<file path="src/rtl/binarize_pkg.sv">
// Shared constants for the YCbCr binariser: config register map, CTRL bits, threshold defaults.
// No logic; latency and backpressure do not apply.
package binarize_pkg;

  localparam logic [2:0] CFG_ADDR_TA   = 3'd0;
  localparam logic [2:0] CFG_ADDR_TB   = 3'd1;
  localparam logic [2:0] CFG_ADDR_TC   = 3'd2;
  localparam logic [2:0] CFG_ADDR_TD   = 3'd3;
  localparam logic [2:0] CFG_ADDR_CTRL = 3'd4;

  localparam int CTRL_INVERT_BIT = 0;
  localparam int CTRL_BYPASS_BIT = 1;

  localparam int DEF_TA = 72;
  localparam int DEF_TB = 130;
  localparam int DEF_TC = 140;
  localparam int DEF_TD = 210;

endpackage

</file>
<file path="src/rtl/range_check.sv">
// Registered strict window compare: in_range = lo < x < hi, unsigned.
// Latency 1 cycle; no backpressure.
module range_check #(
  parameter int DATA_W = 8
) (
  input  logic              clk,
  input  logic              rst,
  input  logic [DATA_W-1:0] x,
  input  logic [DATA_W-1:0] lo,
  input  logic [DATA_W-1:0] hi,
  output logic              in_range
);

  always_ff @(posedge clk) begin
    if (rst) begin
      in_range <= 1'b0;
    end else begin
      in_range <= (x > lo) && (x < hi);
    end
  end

endmodule

</file>
<file path="src/rtl/binarize_stream.sv">
// Streaming YCbCr window binariser with frame-shadowed thresholds and per-frame foreground count.
// Latency 2 cycles on pixel and syncs; no backpressure (free-running video stream).
module binarize_stream
  import binarize_pkg::*;
#(
  parameter int DATA_W = 8,
  parameter int TA_DEF = DEF_TA,
  parameter int TB_DEF = DEF_TB,
  parameter int TC_DEF = DEF_TC,
  parameter int TD_DEF = DEF_TD,
  parameter int CNT_W  = 22
) (
  input  logic                clk,
  input  logic                rst,
  input  logic                de_in,
  input  logic                h_sync_in,
  input  logic                v_sync_in,
  input  logic [3*DATA_W-1:0] pixel_in,
  input  logic                cfg_we,
  input  logic [2:0]          cfg_addr,
  input  logic [DATA_W-1:0]   cfg_data,
  output logic                de_out,
  output logic                h_sync_out,
  output logic                v_sync_out,
  output logic [3*DATA_W-1:0] pixel_out,
  output logic                mask_out,
  output logic [CNT_W-1:0]    fg_count,
  output logic                fg_count_valid
);

  localparam logic [DATA_W-1:0] TA_RST  = DATA_W'(TA_DEF);
  localparam logic [DATA_W-1:0] TB_RST  = DATA_W'(TB_DEF);
  localparam logic [DATA_W-1:0] TC_RST  = DATA_W'(TC_DEF);
  localparam logic [DATA_W-1:0] TD_RST  = DATA_W'(TD_DEF);
  localparam logic [CNT_W-1:0]  CNT_MAX = '1;

  logic [DATA_W-1:0]   r_pend_ta, r_pend_tb, r_pend_tc, r_pend_td;
  logic [DATA_W-1:0]   r_act_ta, r_act_tb, r_act_tc, r_act_td;
  logic [1:0]          r_pend_ctrl, r_act_ctrl;
  logic                r_vin_prev;
  logic                w_vin_rise;

  logic                r_de1, r_hs1, r_vs1;
  logic [3*DATA_W-1:0] r_pix1;
  logic [1:0]          r_ctrl1;
  logic                w_cb_ok, w_cr_ok;
  logic                w_hit, w_mask;
  logic [3*DATA_W-1:0] w_pix;

  logic [CNT_W-1:0]    r_cnt;
  logic [CNT_W-1:0]    w_cnt_inc;
  logic                r_vout_prev;
  logic                w_vout_rise;

  assign w_vin_rise = v_sync_in & ~r_vin_prev;

  // Writes land in the pending set; the active set only swaps at a frame boundary,
  // so a write coinciding with the boundary waits for the following one.
  always_ff @(posedge clk) begin
    if (rst) begin
      r_pend_ta   <= TA_RST;
      r_pend_tb   <= TB_RST;
      r_pend_tc   <= TC_RST;
      r_pend_td   <= TD_RST;
      r_pend_ctrl <= 2'b00;
      r_act_ta    <= TA_RST;
      r_act_tb    <= TB_RST;
      r_act_tc    <= TC_RST;
      r_act_td    <= TD_RST;
      r_act_ctrl  <= 2'b00;
      r_vin_prev  <= 1'b1;
    end else begin
      r_vin_prev <= v_sync_in;
      if (w_vin_rise) begin
        r_act_ta   <= r_pend_ta;
        r_act_tb   <= r_pend_tb;
        r_act_tc   <= r_pend_tc;
        r_act_td   <= r_pend_td;
        r_act_ctrl <= r_pend_ctrl;
      end
      if (cfg_we) begin
        case (cfg_addr)
          CFG_ADDR_TA:   r_pend_ta   <= cfg_data;
          CFG_ADDR_TB:   r_pend_tb   <= cfg_data;
          CFG_ADDR_TC:   r_pend_tc   <= cfg_data;
          CFG_ADDR_TD:   r_pend_td   <= cfg_data;
          CFG_ADDR_CTRL: r_pend_ctrl <= cfg_data[CTRL_BYPASS_BIT:CTRL_INVERT_BIT];
          default:       ;
        endcase
      end
    end
  end

  range_check #(.DATA_W(DATA_W)) u_cb_check (
    .clk      (clk),
    .rst      (rst),
    .x        (pixel_in[2*DATA_W-1:DATA_W]),
    .lo       (r_act_ta),
    .hi       (r_act_tb),
    .in_range (w_cb_ok)
  );

  range_check #(.DATA_W(DATA_W)) u_cr_check (
    .clk      (clk),
    .rst      (rst),
    .x        (pixel_in[DATA_W-1:0]),
    .lo       (r_act_tc),
    .hi       (r_act_td),
    .in_range (w_cr_ok)
  );

  // CTRL travels with the pixel so a frame-boundary swap cannot split a pixel's settings.
  always_ff @(posedge clk) begin
    if (rst) begin
      r_de1   <= 1'b0;
      r_hs1   <= 1'b0;
      r_vs1   <= 1'b0;
      r_pix1  <= '0;
      r_ctrl1 <= 2'b00;
    end else begin
      r_de1   <= de_in;
      r_hs1   <= h_sync_in;
      r_vs1   <= v_sync_in;
      r_pix1  <= pixel_in;
      r_ctrl1 <= r_act_ctrl;
    end
  end

  always_comb begin
    w_hit  = (w_cb_ok & w_cr_ok) ^ r_ctrl1[CTRL_INVERT_BIT];
    w_mask = w_hit & r_de1;
    w_pix  = '0;
    if (r_de1) begin
      w_pix = r_ctrl1[CTRL_BYPASS_BIT] ? r_pix1 : {(3*DATA_W){w_mask}};
    end
  end

  always_ff @(posedge clk) begin
    if (rst) begin
      de_out     <= 1'b0;
      h_sync_out <= 1'b0;
      v_sync_out <= 1'b0;
      pixel_out  <= '0;
      mask_out   <= 1'b0;
    end else begin
      de_out     <= r_de1;
      h_sync_out <= r_hs1;
      v_sync_out <= r_vs1;
      pixel_out  <= w_pix;
      mask_out   <= w_mask;
    end
  end

  assign w_cnt_inc   = (mask_out && (r_cnt != CNT_MAX)) ? r_cnt + 1'b1 : r_cnt;
  assign w_vout_rise = v_sync_out & ~r_vout_prev;

  // The snapshot includes the boundary cycle's own hit, then counting restarts from zero.
  always_ff @(posedge clk) begin
    if (rst) begin
      r_cnt          <= '0;
      fg_count       <= '0;
      fg_count_valid <= 1'b0;
      r_vout_prev    <= 1'b1;
    end else begin
      r_vout_prev    <= v_sync_out;
      fg_count_valid <= w_vout_rise;
      if (w_vout_rise) begin
        fg_count <= w_cnt_inc;
        r_cnt    <= '0;
      end else begin
        r_cnt <= w_cnt_inc;
      end
    end
  end

endmodule
</file>
<file path="config.mk">
export PLATFORM = sky130hd
export DESIGN_NAME = binarize_stream
export DESIGN_NICKNAME = d
export VERILOG_FILES = /design/src/rtl/binarize_pkg.sv /design/src/rtl/range_check.sv /design/src/rtl/binarize_stream.sv
export SDC_FILE = /design/constraint.sdc
export NUM_CORES = 1
export LEC_CHECK = 0
export ABC_AREA = 1
export CORE_MARGIN = 1.5
export CORE_UTILIZATION = 57
export DETAILED_ROUTE_END_ITERATION = 10
export DONT_BUFFER_PORTS = 1
export PLACE_DENSITY = 0.75
export SYNTH_ARGS = -nofsm -noshare
export SYNTH_HDL_FRONTEND = slang
export SYNTH_SLANG_ARGS = --single-unit
</file>
<file path="constraint.sdc">
create_clock -name clk -period 1.5 [get_ports clk]
set_input_delay 0.3 -clock clk [delete_from_list [all_inputs] [get_ports clk]]
set_output_delay 0.3 -clock clk [all_outputs]
set_load 0.01 [all_outputs]
</file>
### Yosys cells after proc, flatten, opt, wreduce, memory -nomap -nowiden

Index checks and enable logic that the tools add are counted.

* bits of input ports: 41
* register bits after elaboration: 174

* equal/unequal tests: 5
* bitwise logic cells: 8
* order comparisons: 4
* add/sub/neg operators: 1
* mux-type cells: 2
* reductions and logical operators: 11

Operators with widths (count)
* $mux 24: 1
* $add 22x1->22 const B: 1
* $mux 22: 1
* $ne 22x22->1 const B: 1
* $gt 8x8->1: 2
* $lt 8x8->1: 2
* $reduce_and 2->1: 5
* $eq 3x2->1 const B: 2
* $and 1x1->1: 4
* $reduce_or 2->1: 2
* $eq 3x1->1 const B: 1
* $eq 3x3->1 const B: 1
* $logic_and 1x1->1: 3
* $logic_not 3->1: 1
* $not 1->1: 3
* $xor 1x1->1: 1

### Longest topological paths before layout

* depth in word-level cells: 4
* depth in mapped cells: 11
* gate-level depth less buffers: 11

### By module

Synthesis repeated with hierarchy kept, for this count alone.

* cell total of the unflattened synthesis: 989
* area, all modules: 7308.3 um^2

Modules (own cells, without submodules)
* binarize_stream: cells each 839, instances 1, area each 6407.4 um^2
* range_check: cells each 75, instances 2, area each 450.4 um^2

### Worst setup path before layout

Ideal clock, no wire load.

* path kind: register to register
* start: reg r_cnt[0]
* end: reg fg_count[18]
* cell stages (with the launch flop): 12
* arrival: 1.378 ns
* path slack: 0.009 ns
* cell sequence: dfxtp_1 ha_1 inv_1 nor2_4 nand2_4 nor2_2 nand3_2 buf_6 nand2_1 nand2_1 nand3_1 nand2_1

* word-level cells in the longest chain between the ends: 3
* elaborated cells on any way between the ends: 4
* those cells by class: 1 x add/sub; 1 x eq/ne; 1 x mux; 1 x reduce/logical

Ends and longest elaborated chain
* start: declaration: line binarize_stream.sv:50 `logic [CNT_W-1:0] r_cnt;`
* start signal: assignment: line binarize_stream.sv:171 `r_cnt <= w_cnt_inc;`
* parallel branches: the longest is 2 deep, another holds $add 22x1->22
* $mux 22 *: line binarize_stream.sv:154 `assign w_cnt_inc = (mask_out && (r_cnt != CNT_MAX)) ? r_cnt + 1'b1 : r_cnt;`
* end signal: assignment: line binarize_stream.sv:168 `fg_count <= w_cnt_inc;`
* end: declaration: line binarize_stream.sv:27 `output logic [CNT_W-1:0] fg_count,`

Every way passes the cells marked *.
A chain may end at the register's enable or synchronous reset.

### Worst setup path in the final report

* start: reg r_cnt[1]
* end: reg fg_count[11]

The elaborated chain is that of the path after synthesis.

==> impl_metrics.csv <==
group,metric,value,unit
synth,yosys_register_bits,174,
clocking,cts_tree,"yes",
setup_path,r2r_cells,11,
timing,finalSetupTns,-68.4,ps
final_layout,final_util,72.9,%
global_routing,grt_pass1_wl,26.6,mm
synth,synthesis.nets,982,
setup_path,r2r_start,"r_cnt[1]$_SDFF_PP0_",
synth,async_flop_share,0,%
power_and_ir_drop,peakVddDrop,0.000641,V
drt,wl_met3,1.08,mm
drt,highest-signal-layer,"met4",
drt,routed_via_density,5.29,
timing,slew-limit-headroom,22.2,%
setup_path,start_kind,"register",
floorplanning,ios,92,
placed_design,place_area,7430,um2
clocking,cts_inserted_buffers,17,
drt,wl_per_cell,14.8,um
power_and_ir_drop,p_per_area,1140,nW/um2
setup_path,cp-end-kind,"register",
synth,synth_top_area_share,49.5,%
synth,syn_avg_cell_area,7.74,um2
clocking,cts_sinks,174,
min_path,hold_path_class,"in -> reg",
clocking,cts_root_buffer,"clkbuf_16",
setup_path,rr_endpoint,"fg_count[11]$_SDFFE_PP0P_",
setup_path,cp.required,1870,ps
clocking,htreeDepth,4,
synth,synth.most_common_cell,"nand2_1",
final_layout,drive_gt1_share,17.1,%
final_layout,layout.nets,1051,
timing,worst_pin_slew,1170,ps
clocking,clk_latency,440,ps
global_routing,grt_use_total,25.8,%
drt,wl_met1,7.87,mm
synth,ys.flop_type,"dfxtp_1",
timing,min_period_over_period,102,%
synth,synth_cell_types,36,
setup_path,r2r_slack,-40,ps
synth,synth_area,7040,um2
synth,yosysSeqAreaShare,49.5,%
global_routing,grt_max_degree,71,
global_routing,grt_pass1_vias,5432,
synth,synth.top_cells.by_count,"nand2_1, dfxtp_1, nor2_1",
global_routing,grt_antenna_before_repair,0,
drt,wl,16.8,mm
timing,hold_viol_final,0,
timing,setup_violations,3,
floorplanning,start_util,58.6,%
drt,drt_first_pass_iters,5,
floorplanning,core,12000,um2
clocking,clockBufferDepth,2,
floorplanning,dieWidth,114,um
run,max_cap_viol_count,0,
clocking,path_clk_slew,60,ps
run_status,status,"finished with violations",
global_routing,overflow,0,
final_layout,final_area,8750,um2
setup_path,worstSetupPathType,"reg -> reg",
timing,min_period,1540,ps
setup_path,crit_arrival,1910,ps
synth,synth_area_leader_cell,"dfxtp_1",
drt,first_iter_violations,602,
drt,drcViolationCount,0,
timing,clock-skew-final,17.0,ps
final_layout,syn_to_final_growth,24.3,%
synth,yosys_warnings,0,
setup_path,crit_fanout,10,
timing,fmax,651,MHz
timing,rsz0062_at_grt,"true",
placed_design,port_buffers,0,
min_path,hold_depth,2,
floorplanning,num_rows,40,
floorplanning,dieArea,13000,um2
placed_design,hpwl,10.2,mm
min_path,holdPathEnd,"r_pend_td[5]$_SDFFE_PP0P_",
timing,layout_setup_ws,-36.4,ps
timing,drv_slew,0,
synth,synth_cells,910,
synth,synth_edf_count,0,
drt,wl_met2,7.69,mm
synth,ys_top_cells_by_area,"dfxtp_1, nand2_1, nor2_1, ha_1, inv_1",
final_layout,antennaDiodeCount,0,
floorplanning,die_y,114,um
power_and_ir_drop,total_power,9.95,mW
power_and_ir_drop,leakage,3.83,nW
drt,vias,6023,
placed_design,place.gp.congestion,0.830,
run_status,violations,"setup timing",
min_path,hold_start,"cfg_data[5]",
drt,route.antenna.remaining_nets,0,
-- logic make-up after synthesis --
| kind of cell | Yosys count | synth area share (%) |
|---|---|---|
| AO/OA/AOI/OAI | 141 | 10.8 |
| adder cells (fa/ha/maj) | 31 | 5.51 |
| buffers and inverters | 138 | 7.61 |
| flip-flops | 174 | 49.5 |
| AND/OR/NAND/NOR | 421 | 26.0 |
| XOR/XNOR | 5 | 0.622 |
-- power by group --
group	switching (mW)	leakage [nW]	internal [mW]	total (mW)
Clock	1.89	0.291	2.65	4.54
Combinational	0.350	2.11	0.251	0.601
Sequential	0.0553	1.43	4.75	4.80
Total	2.29	3.83	7.65	9.95
-- registers in the layout (all words and copies together), names as in the netlist, 2 cells and up --
| signal | count |
|---|---|
| r_pend_tc | 8 |
| r_act_tc | 8 |
| r_pend_td | 8 |
| r_pend_ctrl | 2 |
| fg_count | 22 |
| r_pix1 | 24 |
| r_ctrl1 | 2 |
| r_pend_ta | 8 |
| r_act_td | 8 |
| r_act_ctrl | 2 |
| r_pend_tb | 8 |
| r_act_tb | 8 |
| pixel_out | 24 |
| r_act_ta | 8 |
| r_cnt | 22 |
-- worst max-delay path: stages, from the launching register on --
cell	delay (ps)
dfxtp_2	360
ha_4	160
inv_2	50
nor2_4	130
nand2_4	100
nor2_4	170
nand2_8	110
nand2_4	120
nand2_1	70
nand2_1	70
nand2_1	70
nand2_1	80
-- what timing repair did --
| action | CTS | global route |
|---|---|---|
| hold endpoints to repair | 55 | 0 |
| hold buffers | 34 | 0 |
| endpoints found under the setup margin | 39 | 77 |
| buffers inserted | 1 | 5 |
| pin swaps | 6 | 23 |
| gates cloned | 1 | 1 |
| gates resized for setup | 11 | 77 |
-- how the worst max path moves through the flow --
stage / startpoint / end / depth (start not counted)
5_1_grt: r_cnt[1]$_SDFF_PP0_ / fg_count[12]$_SDFFE_PP0P_ / 8
4_1_cts: r_cnt[6]$_SDFF_PP0_ / fg_count[15]$_SDFFE_PP0P_ / 7
3_5_place_dp: r_cnt[0]$_SDFF_PP0_ / fg_count[21]$_SDFFE_PP0P_ / 10
3_3_place_gp: r_cnt[0]$_SDFF_PP0_ / fg_count[21]$_SDFFE_PP0P_ / 10
2_1_floorplan: r_cnt[0]$_SDFF_PP0_ / fg_count[18]$_SDFFE_PP0P_ / 11
6_report: r_cnt[1]$_SDFF_PP0_ / fg_count[11]$_SDFFE_PP0P_ / 11
-- routing by layer --
metal	vias up	global-route usage [%]
met2	180	38.8
li1	3043	-
met3	15	6.72
met1	2785	36.2
met5	-	0
met4	0	8.17
-- layout by cell type, fill, tap and decap left out, drive strengths merged --
| cell | Yosys | final |
|---|---|---|
| dlymetal6s4s | 0 | 1 |
| a211oi | 1 | 1 |
| xor2 | 2 | 2 |
| a21o | 1 | 1 |
| nand3 | 44 | 45 |
| nand2 | 215 | 216 |
| o211ai | 14 | 14 |
| a31oi | 1 | 1 |
| inv | 104 | 109 |
| o21bai | 1 | 1 |
| clkinv | 1 | 4 |
| o21ai | 55 | 55 |
| buf | 10 | 47 |
| ha | 31 | 31 |
| nand3b | 4 | 4 |
| bufinv | 0 | 3 |
| dlygate4sd3 | 0 | 33 |
| and2 | 1 | 1 |
| clkbuf | 23 | 18 |
| dfxtp | 174 | 174 |
| clkinvlp | 0 | 3 |
| nand4 | 11 | 11 |
| nor3 | 6 | 6 |
| xnor2 | 3 | 3 |
| a21boi | 2 | 2 |
| a21oi | 66 | 66 |
| nor2 | 138 | 138 |
| or2 | 2 | 2 |
-- stage by stage --
step	cells	worst slack [ps]	hold slack, ps
after global placement	1065	-111	374
after floorplan	910	9.16	388
after detailed placement	1065	-178	376
after CTS	1133	4.26	0.428
after global routing	1139	-105	5.19
final	1139	-36.4	7.72
-- area by class of cell --
class                      count  area [um2]
fill                         902        3260
sequential                   174        3510
clock inverter                14         180
inverter                     105         394
clock buffer                  18         429
multi-input combinational    600        3310
timing repair buffer          81         748
tap                          147         184
Power figures use the tool's default switching activity.
==> patch (config.mk and constraints unchanged) <==
Add an input register stage for `cfg_data`, without a reset; this delays it by one clock. The other inputs are not delayed to match.
--- a/src/rtl/binarize_stream.sv
+++ b/src/rtl/binarize_stream.sv
@@ -33,6 +33,12 @@
   localparam logic [DATA_W-1:0] TC_RST  = DATA_W'(TC_DEF);
   localparam logic [DATA_W-1:0] TD_RST  = DATA_W'(TD_DEF);
   localparam logic [CNT_W-1:0]  CNT_MAX = '1;
+
+  logic [DATA_W-1:0] cfg_data_q;
+
+  always_ff @(posedge clk) begin
+    cfg_data_q <= cfg_data;
+  end
 
   logic [DATA_W-1:0]   r_pend_ta, r_pend_tb, r_pend_tc, r_pend_td;
   logic [DATA_W-1:0]   r_act_ta, r_act_tb, r_act_tc, r_act_td;
@@ -80,11 +86,11 @@
       end
       if (cfg_we) begin
         case (cfg_addr)
-          CFG_ADDR_TA:   r_pend_ta   <= cfg_data;
-          CFG_ADDR_TB:   r_pend_tb   <= cfg_data;
-          CFG_ADDR_TC:   r_pend_tc   <= cfg_data;
-          CFG_ADDR_TD:   r_pend_td   <= cfg_data;
-          CFG_ADDR_CTRL: r_pend_ctrl <= cfg_data[CTRL_BYPASS_BIT:CTRL_INVERT_BIT];
+          CFG_ADDR_TA:   r_pend_ta   <= cfg_data_q;
+          CFG_ADDR_TB:   r_pend_tb   <= cfg_data_q;
+          CFG_ADDR_TC:   r_pend_tc   <= cfg_data_q;
+          CFG_ADDR_TD:   r_pend_td   <= cfg_data_q;
+          CFG_ADDR_CTRL: r_pend_ctrl <= cfg_data_q[CTRL_BYPASS_BIT:CTRL_INVERT_BIT];
           default:       ;
         endcase
       end
Check against the original RTL: not equivalent (a bounded check fails within 10 cycles, from zero or initial values and one cycle with rst high).
==> patch against the unedited design <==
The flow still finishes with violations (setup timing). Largest power group unchanged. Sequential cell count rose by 8. Synthesized cell count rose by 0.22%. Worst hold slack improved by 0.030 ns. Combinational power fell by 4.8%. Maximum frequency fell by 1.7%. Routed wire length rose by 0.85%. Final cell count rose by 1.8%. Area after synthesis rose by 1.2%. Setup slack got worse by 0.026 ns. Total power rose by 5.2%. Critical endpoint is now fg_count[10]. Cell area rose by 1.7%. Critical path depth did not move.
==> patch: results (changes against the unedited design) <==
----------------------------------------------------
[Layout]
  Clock network area share ... 7.24% (+0.28 points)
  Number of filler cells placed in the layout ... 883 (-2.1%)
  Fraction of area in registers ... 41.2% (+1.2 points)
  Final-stage net count ... 1,052 (+0.095%)
  Multi-input combinational area share ... 36.6% (-1.2 points)
  Relative area of non-clock buffer cells in the final design ... 8.22% (-0.32 points)
  Buffer count excluding the clock tree in the final layout ... 80 (-1.2%)
  Fraction of layout instances using a drive strength above 1 ... 16.6% (-0.50 points)

[GRT]
  Number of global-route vias before repair ... 5,489 (+1.0%)
  Grt met1 use ... 35.8% (-0.47 points)
  Fraction of met3 tracks used by global routing ... 6.06% (-0.66 points)

[Detailed routing]
  Total vias in the final route ... 6,060 (+0.61%)
  Detailed Route WL ... 17,000 µm (+0.85%)
  Met2 WL post-DR ... 7520 µm (-2.2%)
  Metal-1 WL ... 8090 µm (+2.7%)
  DR WL/cell ... 14.6 µm (-0.98%)
  Total iterations of the first detailed-routing run ... 7 (+2)
  Total length of routed met3 wires ... 1100 µm (+1.8%)

[Min path]
  Worst Hold Path EP ... r_pix1[8]

[Run status]
  Violations in the final reports ... setup timing
  Run status ... finished, violations left

[Synthesis]
  Post-synthesis xor/xnor area fraction ... 0.369% (-0.25 points)
  Area fraction in compound gates after synthesis ... 10.1% (-0.67 points)
  Sequential cell area fraction in the yosys report ... 51.1% (+1.7 points)
  Most used standard cells in the synthesized netlist ... sky130_fd_sc_hd__nand2_1, sky130_fd_sc_hd__dfxtp_1, sky130_fd_sc_hd__nor2_1, sky130_fd_sc_hd__inv_1, sky130_fd_sc_hd__a21oi_1

[Worst setup path]
  Arrival time at the worst endpoint ... 1.88 ns (-0.03 ns)
  Maximum net fanout on the critical path ... 5 (-5)

[STA]
  Final setup skew ... 0.00766 ns (-0.00931 ns)
  PnR worst setup slack ... -0.0629 ns (-0.0265 ns)
  Max-slew headroom ... 69.9% (+48 points)
  # setup viols final ... 6 (+3)
  Final TNS setup ... -0.195 ns (-0.126 ns)
  Final hold slack ... 0.0381 ns (+0.0304 ns)

[Placement]
  Placed Instance Area ... 0.00750 mm² (+0.88%)
  Worst slack, placed ... -0.0373 ns (+0.141 ns)

[Power and ir drop]
  Worst IR drop on VDD ... 0.786 mV (+23%)
  Combinational power ... 572 µW (-4.8%)
  Clock share of power ... 46.3% (+0.6 points)
  Power per cell area ... 1180 mW/mm² (+3.5%)

[Clock tree]
  Clock Sinks ... 182 (+4.6%)
  Number of buffers inserted to repair setup after CTS ... 2 (+1)

----------------------------------------------------
-- patch: cell count changes after synthesis, moves of 3 or more --
cell | unedited run | this run
sky130_fd_sc_hd__a21oi_1 | 66 | 61
sky130_fd_sc_hd__inv_1 | 103 | 100
sky130_fd_sc_hd__nand3_1 | 37 | 48
sky130_fd_sc_hd__nand2_1 | 210 | 201
sky130_fd_sc_hd__nor2_1 | 125 | 139
sky130_fd_sc_hd__o21ai_0 | 54 | 50
sky130_fd_sc_hd__buf_6 | 1 | 4
sky130_fd_sc_hd__dfxtp_1 | 174 | 182
sky130_fd_sc_hd__o21bai_1 | 1 | 4
sky130_fd_sc_hd__nor2_4 | 6 | 3
sky130_fd_sc_hd__nand3_2 | 7 | 4
-- patch: worst register-to-register path: cells and delay by family, from the launching register on --
kind / cells / cell delay (ns)
simple gates: 8 / 0.76
flops: 1 / 0.35
buf+inv: 2 / 0.20
fa+ha+maj: 1 / 0.15
